$ cat src/rtl/adc_seq_pkg.sv
// Shared definitions for the flash ADC sequencer.
//   - seq_state_e    : sequencer FSM states
//   - ADC_RES_W      : resolution of the flash encoder output (B/BN)
//   - MISMATCH_CNT_W : width of the saturating B/BN disagreement counter
package adc_seq_pkg;

    localparam int ADC_RES_W      = 3;
    localparam int MISMATCH_CNT_W = 8;

    typedef enum logic [2:0] {
        IDLE    = 3'd0,
        SAMPLE  = 3'd1,
        CONVERT = 3'd2,
        ACCUM   = 3'd3,
        OUT     = 3'd4
    } seq_state_e;

endpackage

$ cat src/rtl/adc_seq_accum.sv
// Datapath of the flash ADC sequencer: captures B/BN, accumulates
// 2^AVG_LOG2 samples and keeps a saturating B/BN disagreement count.
//
// Ports:
//   clk, rst_n    : clock, asynchronous active-low reset
//   capture       : latch b_i/bn_i this cycle (eoc seen in CONVERT)
//   accum         : FSM is in ACCUM; add the captured sample
//   clear         : drop the partial/complete accumulation
//   err_clr       : synchronous clear of mismatch_cnt (wins over increment)
//   b_i, bn_i     : flash encoder outputs
//   acc_sum       : accumulator plus the captured sample
//   result_done   : this ACCUM cycle adds the last sample of a result
//   mismatch_cnt  : saturating count of captures with b_i != bn_i
//
// Build option ADC_SEQ_MISMATCH_DROP_EN: a mismatched sample is neither
// accumulated nor counted towards the result, forcing a re-conversion.
module adc_seq_accum
    import adc_seq_pkg::*;
#(
    parameter int AVG_LOG2 = 2
) (
    input  logic                          clk,
    input  logic                          rst_n,
    input  logic                          capture,
    input  logic                          accum,
    input  logic                          clear,
    input  logic                          err_clr,
    input  logic [ADC_RES_W-1:0]          b_i,
    input  logic [ADC_RES_W-1:0]          bn_i,
    output logic [ADC_RES_W+AVG_LOG2-1:0] acc_sum,
    output logic                          result_done,
    output logic [MISMATCH_CNT_W-1:0]     mismatch_cnt
);

    localparam int ACC_W = ADC_RES_W + AVG_LOG2;
    localparam int CNT_W = AVG_LOG2 + 1;
    localparam logic [CNT_W-1:0] LAST_CNT = CNT_W'((1 << AVG_LOG2) - 1);

    logic [ACC_W-1:0]          acc_q, acc_d;
    logic [CNT_W-1:0]          cnt_q, cnt_d;
    logic [ADC_RES_W-1:0]      b_cap_q, b_cap_d;
    logic [MISMATCH_CNT_W-1:0] mm_cnt_q, mm_cnt_d;
    logic                      mismatch_now;
    logic                      accept;

    assign mismatch_now = (b_i != bn_i);
    assign acc_sum      = acc_q + ACC_W'(b_cap_q);

`ifdef ADC_SEQ_MISMATCH_DROP_EN
    // Remember whether the captured sample disagreed so ACCUM can reject it.
    logic mm_flag_q, mm_flag_d;

    assign mm_flag_d = capture ? mismatch_now : mm_flag_q;
    assign accept    = accum && !mm_flag_q;

    always_ff @(posedge clk or negedge rst_n) begin
        if (!rst_n) begin
            mm_flag_q <= 1'b0;
        end else begin
            mm_flag_q <= mm_flag_d;
        end
    end
`else
    assign accept = accum;
`endif

    // The counter value before the add tells whether this sample completes
    // the result, so the FSM can leave ACCUM in the same cycle.
    assign result_done = accept && (cnt_q == LAST_CNT);

    always_comb begin
        acc_d    = acc_q;
        cnt_d    = cnt_q;
        b_cap_d  = b_cap_q;
        mm_cnt_d = mm_cnt_q;

        if (capture) begin
            b_cap_d = b_i;
        end

        if (clear) begin
            acc_d = '0;
            cnt_d = '0;
        end else if (accept) begin
            acc_d = acc_sum;
            cnt_d = cnt_q + CNT_W'(1);
        end

        // err_clr takes priority over a same-cycle increment.
        if (err_clr) begin
            mm_cnt_d = '0;
        end else if (capture && mismatch_now &&
                     (mm_cnt_q != {MISMATCH_CNT_W{1'b1}})) begin
            mm_cnt_d = mm_cnt_q + MISMATCH_CNT_W'(1);
        end
    end

    always_ff @(posedge clk or negedge rst_n) begin
        if (!rst_n) begin
            acc_q    <= '0;
            cnt_q    <= '0;
            b_cap_q  <= '0;
            mm_cnt_q <= '0;
        end else begin
            acc_q    <= acc_d;
            cnt_q    <= cnt_d;
            b_cap_q  <= b_cap_d;
            mm_cnt_q <= mm_cnt_d;
        end
    end

    assign mismatch_cnt = mm_cnt_q;

endmodule

$ cat src/rtl/adc_flash_sequencer.sv
// Flash ADC sequencer: drives Samp, waits for eoc, captures B/BN, averages
// 2^AVG_LOG2 conversions and hands the sum out on a valid/ready interface.
//
// Ports:
//   clk, rst_n     : clock, asynchronous active-low reset
//   en             : continuous conversion enable
//   samp_o         : Samp to the flash logic (high = sample/clear)
//   eoc_i          : end of conversion from the flash logic
//   b_i, bn_i      : flash encoder outputs B[2:0] / BN[2:0]
//   dout           : accumulated sum, low AVG_LOG2 bits are fraction
//   dout_valid     : result available, held until dout_ready
//   dout_ready     : consumer accepts the result
//   mismatch_cnt   : saturating count of captures with b_i != bn_i
//   timeout_err    : sticky, eoc not seen within TIMEOUT cycles
//   err_clr        : synchronous clear of mismatch_cnt and timeout_err
//
// Build option ADC_SEQ_MISMATCH_DROP_EN: mismatched samples are discarded
// and re-converted instead of being accumulated.
module adc_flash_sequencer
    import adc_seq_pkg::*;
#(
    parameter int SAMP_CYCLES = 2,
    parameter int AVG_LOG2    = 2,
    parameter int TIMEOUT     = 8
) (
    input  logic                          clk,
    input  logic                          rst_n,
    input  logic                          en,
    output logic                          samp_o,
    input  logic                          eoc_i,
    input  logic [ADC_RES_W-1:0]          b_i,
    input  logic [ADC_RES_W-1:0]          bn_i,
    output logic [ADC_RES_W+AVG_LOG2-1:0] dout,
    output logic                          dout_valid,
    input  logic                          dout_ready,
    output logic [MISMATCH_CNT_W-1:0]     mismatch_cnt,
    output logic                          timeout_err,
    input  logic                          err_clr
);

    localparam int ACC_W  = ADC_RES_W + AVG_LOG2;
    localparam int WAIT_W = 8;

    seq_state_e        state_q, state_d;
    logic [3:0]        samp_cnt_q, samp_cnt_d;
    logic [WAIT_W-1:0] wait_q, wait_d;
    logic              samp_q, samp_d;
    logic [ACC_W-1:0]  dout_q, dout_d;
    logic              dout_valid_q, dout_valid_d;
    logic              timeout_err_q, timeout_err_d;

    logic              capture;
    logic              accum;
    logic              clear;
    logic [ACC_W-1:0]  acc_sum;
    logic              result_done;

    adc_seq_accum #(
        .AVG_LOG2 (AVG_LOG2)
    ) u_accum (
        .clk          (clk),
        .rst_n        (rst_n),
        .capture      (capture),
        .accum        (accum),
        .clear        (clear),
        .err_clr      (err_clr),
        .b_i          (b_i),
        .bn_i         (bn_i),
        .acc_sum      (acc_sum),
        .result_done  (result_done),
        .mismatch_cnt (mismatch_cnt)
    );

    // Next-state and datapath control. The flash logic raises eoc one edge
    // after Samp falls, so the nominal CONVERT stay is a single cycle.
    always_comb begin
        state_d       = state_q;
        samp_cnt_d    = '0;
        wait_d        = '0;
        dout_d        = dout_q;
        dout_valid_d  = dout_valid_q;
        timeout_err_d = err_clr ? 1'b0 : timeout_err_q;
        capture       = 1'b0;
        accum         = 1'b0;
        clear         = 1'b0;

        case (state_q)
            IDLE: begin
                if (en) begin
                    state_d = SAMPLE;
                end
            end
            SAMPLE: begin
                if (samp_cnt_q == 4'(SAMP_CYCLES - 1)) begin
                    state_d = CONVERT;
                end else begin
                    samp_cnt_d = samp_cnt_q + 4'd1;
                end
            end
            CONVERT: begin
                if (eoc_i) begin
                    capture = 1'b1;
                    state_d = ACCUM;
                end else if (wait_q == WAIT_W'(TIMEOUT)) begin
                    // A timeout set in the same cycle as err_clr stays set.
                    timeout_err_d = 1'b1;
                    clear         = 1'b1;
                    state_d       = IDLE;
                end else begin
                    wait_d = wait_q + WAIT_W'(1);
                end
            end
            ACCUM: begin
                accum = 1'b1;
                if (result_done) begin
                    dout_d       = acc_sum;
                    dout_valid_d = 1'b1;
                    state_d      = OUT;
                end else begin
                    state_d = SAMPLE;
                end
            end
            OUT: begin
                // Back-pressure holds the ADC in sample until the transfer.
                if (dout_valid_q && dout_ready) begin
                    dout_valid_d = 1'b0;
                    clear        = 1'b1;
                    state_d      = en ? SAMPLE : IDLE;
                end
            end
            default: begin
                state_d = IDLE;
            end
        endcase

        // Samp is registered from the next state so it never glitches.
        samp_d = (state_d == IDLE) || (state_d == SAMPLE) || (state_d == OUT);
    end

    always_ff @(posedge clk or negedge rst_n) begin
        if (!rst_n) begin
            state_q       <= IDLE;
            samp_cnt_q    <= '0;
            wait_q        <= '0;
            samp_q        <= 1'b1;
            dout_q        <= '0;
            dout_valid_q  <= 1'b0;
            timeout_err_q <= 1'b0;
        end else begin
            state_q       <= state_d;
            samp_cnt_q    <= samp_cnt_d;
            wait_q        <= wait_d;
            samp_q        <= samp_d;
            dout_q        <= dout_d;
            dout_valid_q  <= dout_valid_d;
            timeout_err_q <= timeout_err_d;
        end
    end

    assign samp_o      = samp_q;
    assign dout        = dout_q;
    assign dout_valid  = dout_valid_q;
    assign timeout_err = timeout_err_q;

endmodule

$ cat config.mk
export PLATFORM = sky130hd
export DESIGN_NAME = adc_flash_sequencer
export DESIGN_NICKNAME = d
export VERILOG_FILES = /design/src/rtl/adc_seq_pkg.sv /design/src/rtl/adc_seq_accum.sv /design/src/rtl/adc_flash_sequencer.sv
export SDC_FILE = /design/constraint.sdc
export NUM_CORES = 1
export LEC_CHECK = 0
export ABC_AREA = 0
export BUFFER_PORTS_ARGS = -buffer_cell sky130_fd_sc_hd__buf_2
export CAP_MARGIN = 20
export CORE_UTILIZATION = 30
export CTS_CLUSTER_DIAMETER = 40
export DETAILED_ROUTE_END_ITERATION = 8
export GPL_ROUTABILITY_DRIVEN = 0
export GPL_TIMING_DRIVEN = 0
export SYNTH_ARGS = -nofsm -noshare
export SYNTH_HDL_FRONTEND = slang
export SYNTH_SLANG_ARGS = --single-unit
$ cat constraint.sdc
create_clock -name clk -period 4.15 [get_ports clk]
set_input_delay 0 -clock clk [delete_from_list [all_inputs] [get_ports clk]]
set_output_delay 0 -clock clk [all_outputs]
set_load 0.02 [all_outputs]
==> results of run 1 <==
final cells by class:
cell class              instances  area (sq um)  share of cell area
plain buffers                   7          45.0              0.0180
flip-flops and latches         42          1050               0.420
inverters                       9          33.8              0.0135
repair buffers                 31           180              0.0719
multi-input cells             149           983               0.393
clock buffers                   8          90.1              0.0360
well taps                      96           120              0.0480
logic make-up (layout without fill, tap and decap cells):
kind of cell    Yosys count  count (layout)  synth area share
compound gates           39              39             0.112
xor+xnor                 15              15            0.0621
fa+ha+maj                11              11            0.0686
buf+inv                  16              55            0.0373
flops                    42              42             0.498
mux                       4               4            0.0213
simple gates             80              80             0.201
worst paths after layout:
path	startpoint	end	slack [ns]	cells past startpoint
setup / recovery	state_q[2]$_DFF_PN0_	u_accum.cnt_q[2]$_DFFE_PN0P_	2.40	5
hold / removal	dout_ready	state_q[2]$_DFF_PN0_	0.02	4
setup reg to reg	state_q[2]$_DFF_PN0_	u_accum.cnt_q[2]$_DFFE_PN0P_	2.40	5
hold reg to reg	dout[3]$_DFFE_PN0P_	dout[3]$_DFFE_PN0P_	0.48	2
max in group asynchronous	rst_n	dout[1]$_DFFE_PN0P_	3.15	2
min in group asynchronous	rst_n	wait_q[6]$_DFF_PN0_	0.41	2
state kept, by name (all words and copies together), names as in the netlist:
register	cells
state_q	3
u_accum.cnt_q	3
samp_o	1
u_accum.acc_q	5
dout_valid	1
samp_cnt_q	4
u_accum.mismatch_cnt	8
timeout_err	1
wait_q	8
u_accum.b_cap_q	3
dout	5
power groups by stage:
stage	clock (mW)	sequential, mW	combinational (mW)
floorplan	0	0.601	0.291
global placement	0	0.578	0.427
detailed placement	0	0.581	0.436
CTS	0.288	0.573	0.444
global route	0.305	0.586	0.510
finish	0.276	0.572	0.433
critical path, cell delays in order, from the launching register on:
cell	delay (ns)
dfrtp_1	0.38
buf_6	0.13
nor4b_1	0.45
nand4_1	0.27
nand2_1	0.30
a211oi_1	0.09
stage by stage:
stage	hold WS (ns)	area [sq um]	utilization	worst slack, ns
3_3_place_gp	0.203	2360	0.348	2.43
5_1_grt	0.0341	2500	0.369	2.28
3_5_place_dp	0.216	2360	0.348	2.41
6_report	0.0229	2500	0.369	2.40
2_1_floorplan	-0.296	2110	-	2.51
4_1_cts	0.0117	2500	0.369	2.39
routing by layer:
metal | part of all wire | vias up | track usage
met1 | 0.50 | 771 | 0.171
li1 | - | 806 | -
met2 | 0.46 | 18 | 0.210
met5 | 0 | - | 0
met3 | 0.028 | 7 | 0.0327
met4 | 0.016 | 0 | 0.0500
Yosys cell counts (2+ instances only):
cell       n
dfrtp_1   41
nor2_1    20
nand2_1   18
a21oi_1   13
o21ai_0   13
xor2_1    13
nand3_1   11
ha_1      10
inv_1      9
and3_1     4
mux2_2     4
nand4_1    4
o31ai_1    4
clkbuf_1   3
nor2b_1    3
nor4_1     3
or4_1      3
a21o_1     2
buf_6      2
nand3b_1   2
o211ai_1   2
or3_1      2
xnor2_1    2
==> summary.md, run 1 <==
| Metric | Value |
|---|---|
| Switching share of total power | 0.348 |
| Post-cts resize count | 0 |
| Non-Filler Instances | roughly 340 |
| CP Launch Type | flip-flop |
| Die height | roughly 86 um |
| Tmin final | 1.75 ns |
| Cell row count | 30 |
| Setup CP Type | reg2reg |
| Run status | finished clean |
| P_int | between 0.8 and 0.9 mW |
| Hold_buf cts | 5 |
| Top cell type's share of synthesized area | 0.485 |
| Remaining Overflow, GRT | 0 |
| Clk_lat worst skew | about 0.29 ns |
| Logic gate share of total power | 0.338 |
| Initial Util | 0.311 |
| Die width | 86.0 um |
| ANT nets after route | 0 |
| Initial antenna violation count | 0 |
| DR vias | 1602 |
| DR iter-0 viols | 117 |
| Post-synthesis average cell area | just over 10 sq um |
| Die footprint | ~7400 sq um |
| Ports | 28 |
| CTS tree | yes |
| Total wire length | 4.20 mm |
| Static Leak | approximately 1.1 nW |
| Most frequent cells in the layout | dfrtp_1, buf_2, nor2_1 |
| Number of hold violations in the final report | 0 |
| Clock Sinks | 42 |
| Port buffer count | 26 |
| Largest net degree at the start of global routing | 43 |
| Clock Skew | approximately 0.0052 ns |
| Placed insts | 329 |
| Max IR drop VDD | around 0.00019 V |
| Total of warnings raised by yosys | 0 |
| Worst setup EP type | flip-flop |
| Post-route setup TNS | 0 ns |
| Reg power frac | 0.447 |
| RSZ-0062 raised after global routing | no |
| Syn nets | 230 |
| Vias in the first global route | around 1600 |
| Final setup fails | 0 |
| Core box area | 6790 sq um |
| Largest fanout on the critical path | 10 |
| Register area share after synthesis | 0.498 |
| Power Total | 1.28 mW |
| Slew @ Worst Pin | roughly 0.95 ns |
| Final Max Slew Viols | 0 |
| CTS Buf Count | 5 |
| Max Fclk | 0.572 GHz |
| Synth Flop Type | dfrtp_1 |
| Yosys reg bits | 42 |
| Area Overhead vs Synth | 18.5% |
| 1st-pass router iterations | 4 |
| Switch Pwr | approximately 0.44 mW |
| Synth area leader | dfrtp_1 |
| Setup repair bufs after CTS | 0 |
| CP Data Required Time | between 4 and 5 ns |
| FILL cells | around 710 |
| Most common cell after layout, fill and taps aside | dfrtp_1 |
| Unique masters post-synth | 42 |
| Residual DRC | 0 |
| Synthesized cell area | between 2000 and 2500 sq um |
| Clock root buffer | clkbuf_8 |
| Power density over cell area | just over 500 nW/um^2 |
| Nets@finish | approximately 270 |
| WL/cell | approximately 12 um |
| Max Cap Viol | 0 |
| Number of synthesized flops with an enable pin | 0 |
| Arrival time at the worst endpoint | 1.91 ns |
| Proportion of layout cells with a drive suffix above 1 | 0.191 |
| Final HPWL DP | ~3.0 mm |
| Clock Tree Buf Depth | 2 |
| Worst Hold Class | in2reg |
| Vias per cell | ~4.7 |
| Asr flop ratio synth | 1.00 |
| Clock power share | 0.215 |
| Reg clk slew, reported paths | approximately 0.080 ns |
| CTS H-Tree Depth | 2 |
| Global Route Usage Sum | 0.131 |
| First-pass GRT wire length | about 7.6 mm |
| Synth top area cells | dfrtp_1, ha_1, xor2_1 |
| Period utilization | 0.421 |
| Worst slew margin | 0.365 |
| ANT cells | 0 |
| Post-Syn Instances | ~210 |
No activity file was read; power rests on OpenSTA's default activity.
==> run 2: changes to the inputs <==
==> constraint.sdc (replaced) <==
create_clock -name clk -period 1.8 [get_ports clk]
set_input_delay 0 -clock clk [delete_from_list [all_inputs] [get_ports clk]]
set_output_delay 0 -clock clk [all_outputs]
set_load 0.02 [all_outputs]
==> summary.md, run 2 (synthesis results as in run 1) <==
| Metric | Value |
|---|---|
| Largest fanout on the critical path | 10 (unchanged) |
| CTS H-Tree Depth | 2 (unchanged) |
| Proportion of layout cells with a drive suffix above 1 | 0.203 (+0.0122) |
| 1st-pass router iterations | 4 (unchanged) |
| Clock root buffer | clkbuf_8 |
| WL/cell | 12.5 um (+1.8%) |
| Max Fclk | 0.573 GHz (about the same) |
| Clk_lat worst skew | 0.29 ns (about the same) |
| Placed insts | 329 (unchanged) |
| Residual DRC | 0 (unchanged) |
| Run status | finished clean |
| Area Overhead vs Synth | 19.8% |
| Wl on met1 | 2.08 mm (about the same) |
| Final HPWL DP | 2.99 mm (unchanged) |
| First-pass GRT wire length | 7.62 mm (unchanged) |
| Global Route Usage Sum | 0.131 (unchanged) |
| Die footprint | 7390 sq um (unchanged) |
| CP Launch Type | flip-flop |
| Arrival time at the worst endpoint | 1.97 ns (+0.06 ns) |
| Reg-to-Reg Start | state_q[0]$_DFF_PN0_ |
| Max IR drop VDD | 0.000439 V (+140%) |
| Most frequent cells in the layout | dfrtp_1, buf_2, nor2_1 |
| Initial Util | 0.311 (unchanged) |
| Final setup fails | 0 (unchanged) |
| Non-Filler Instances | 342 (unchanged) |
| Max Cap Viol | 0 (unchanged) |
| Top sig layer | met4 |
| Power Total | 2.96 mW (+130%) |
| Worst Hold Class | in2reg |
| CTS tree | yes |
| Clock Skew | 0.00668 ns (+0.00145 ns) |
| Largest net degree at the start of global routing | 43 (unchanged) |
| Slew @ Worst Pin | 0.948 ns (-0.00508 ns) |
| Total wire length | 4.28 mm (+1.8%) |
| Met2 wire length | 2.01 mm (+3.8%) |
| Initial antenna violation count | 0 (unchanged) |
| Setup CP Type | reg2reg |
| Tmin final | 1.75 ns (-0.000656 ns) |
| Period utilization | 0.970 (+0.549) |
| Die width | 86.0 um (unchanged) |
| Setup crit start | state_q[0]$_DFF_PN0_ |
| Wire length on met3 | 123 um (+6.0%) |
| Clock Sinks | 42 (unchanged) |
| Vias per cell | 4.71 (+0.62%) |
| Nets@finish | 268 (unchanged) |
| Final Max Slew Viols | 0 (unchanged) |
| Clock Tree Buf Depth | 2 (unchanged) |
| ANT nets after route | 0 (unchanged) |
| Static Leak | 1.14 nW (+0.21%) |
| CTS Buf Count | 5 (unchanged) |
| Number of hold violations in the final report | 0 (unchanged) |
| R2R Setup Slk | 0.05 ns (-2.35 ns) |
| Final core occ | 0.373 (+0.00405) |
| Worst setup EP type | flip-flop |
| Core box area | 6790 sq um (unchanged) |
| Reg clk slew, reported paths | 0.08 ns (about the same) |
| DR iter-0 viols | 120 (+2.6%) |
| DR vias | 1612 (+0.62%) |
| Power density over cell area | 1170 nW/um^2 (+130%) |
| ANT cells | 0 (unchanged) |
| Port buffer count | 26 (unchanged) |
| Vias in the first global route | 1644 (unchanged) |
| Post-route setup TNS | 0 ns (unchanged) |
| RSZ-0062 raised after global routing | yes |
| Hold path startpoint | dout_ready |
| Most common cell after layout, fill and taps aside | dfrtp_1 |
| Worst slew margin | 0.368 (+0.00339) |
| Ports | 28 (unchanged) |
| CP Data Required Time | 2.02 ns (-2.29 ns) |
| WHS | 0.0218 ns (-0.00109 ns) |
| Cell row count | 30 (unchanged) |
| Die height | 86.0 um (unchanged) |
| Remaining Overflow, GRT | 0 (unchanged) |
[run 2: worst max-delay path, stage by stage, from the launching register on]
cell and delay (ns):
dfrtp_1 0.38, buf_6 0.13, and4bb_4 0.38, o31ai_4 0.12
or4_1 0.50, a21oi_1 0.16
[run 2: power breakdown]
part	switching (mW)	internal (mW)
registers	0.142	1.17
clock network	0.320	0.313
logic	0.569	0.444
total	1.03	1.93
[run 2: path summary, 6_finish.rpt]
kind,to,depth (start not counted)
setup / recovery,u_accum.mismatch_cnt[4]$_DFFE_PN0P_,5
hold / removal,state_q[2]$_DFF_PN0_,4
setup reg to reg,u_accum.mismatch_cnt[4]$_DFFE_PN0P_,5
hold reg to reg,dout[3]$_DFFE_PN0P_,2
max in group asynchronous,dout[1]$_DFFE_PN0P_,2
min in group asynchronous,wait_q[6]$_DFF_PN0_,2
[run 2: per-stage QoR]
| step | worst slack [ns] | area, sq um |
|---|---|---|
| after floorplan | 0.159 | 2110 |
| after global placement | 0.0779 | 2360 |
| after detailed placement | 0.0588 | 2360 |
| after CTS | 0.0388 | 2500 |
| after global routing | -0.0328 | 2530 |
| final | 0.0534 | 2530 |
[run 2: per-layer routing]
metal,track usage,up-vias
met5,0,-
met4,0.0500,0
met3,0.0327,7
met2,0.210,20
met1,0.171,781
li1,-,804
[run 2: final cells by class]
cell class                      count  area, sq um
Inverter                            9         33.8
Buffer                              7         45.0
Fill cell                         711         4260
Timing Repair Buffer               31          180
Tap cell                           96          120
Sequential cell                    42         1050
Multi-Input combinational cell    149         1010
Clock buffer                        8         90.1
[run 2: repair_timing]
item	in CTS	in global routing
resized for setup	0	6
buffers inserted	0	0
hold buffers	5	0
setup endpoints to repair	0	11
endpoints found under the hold margin	45	0
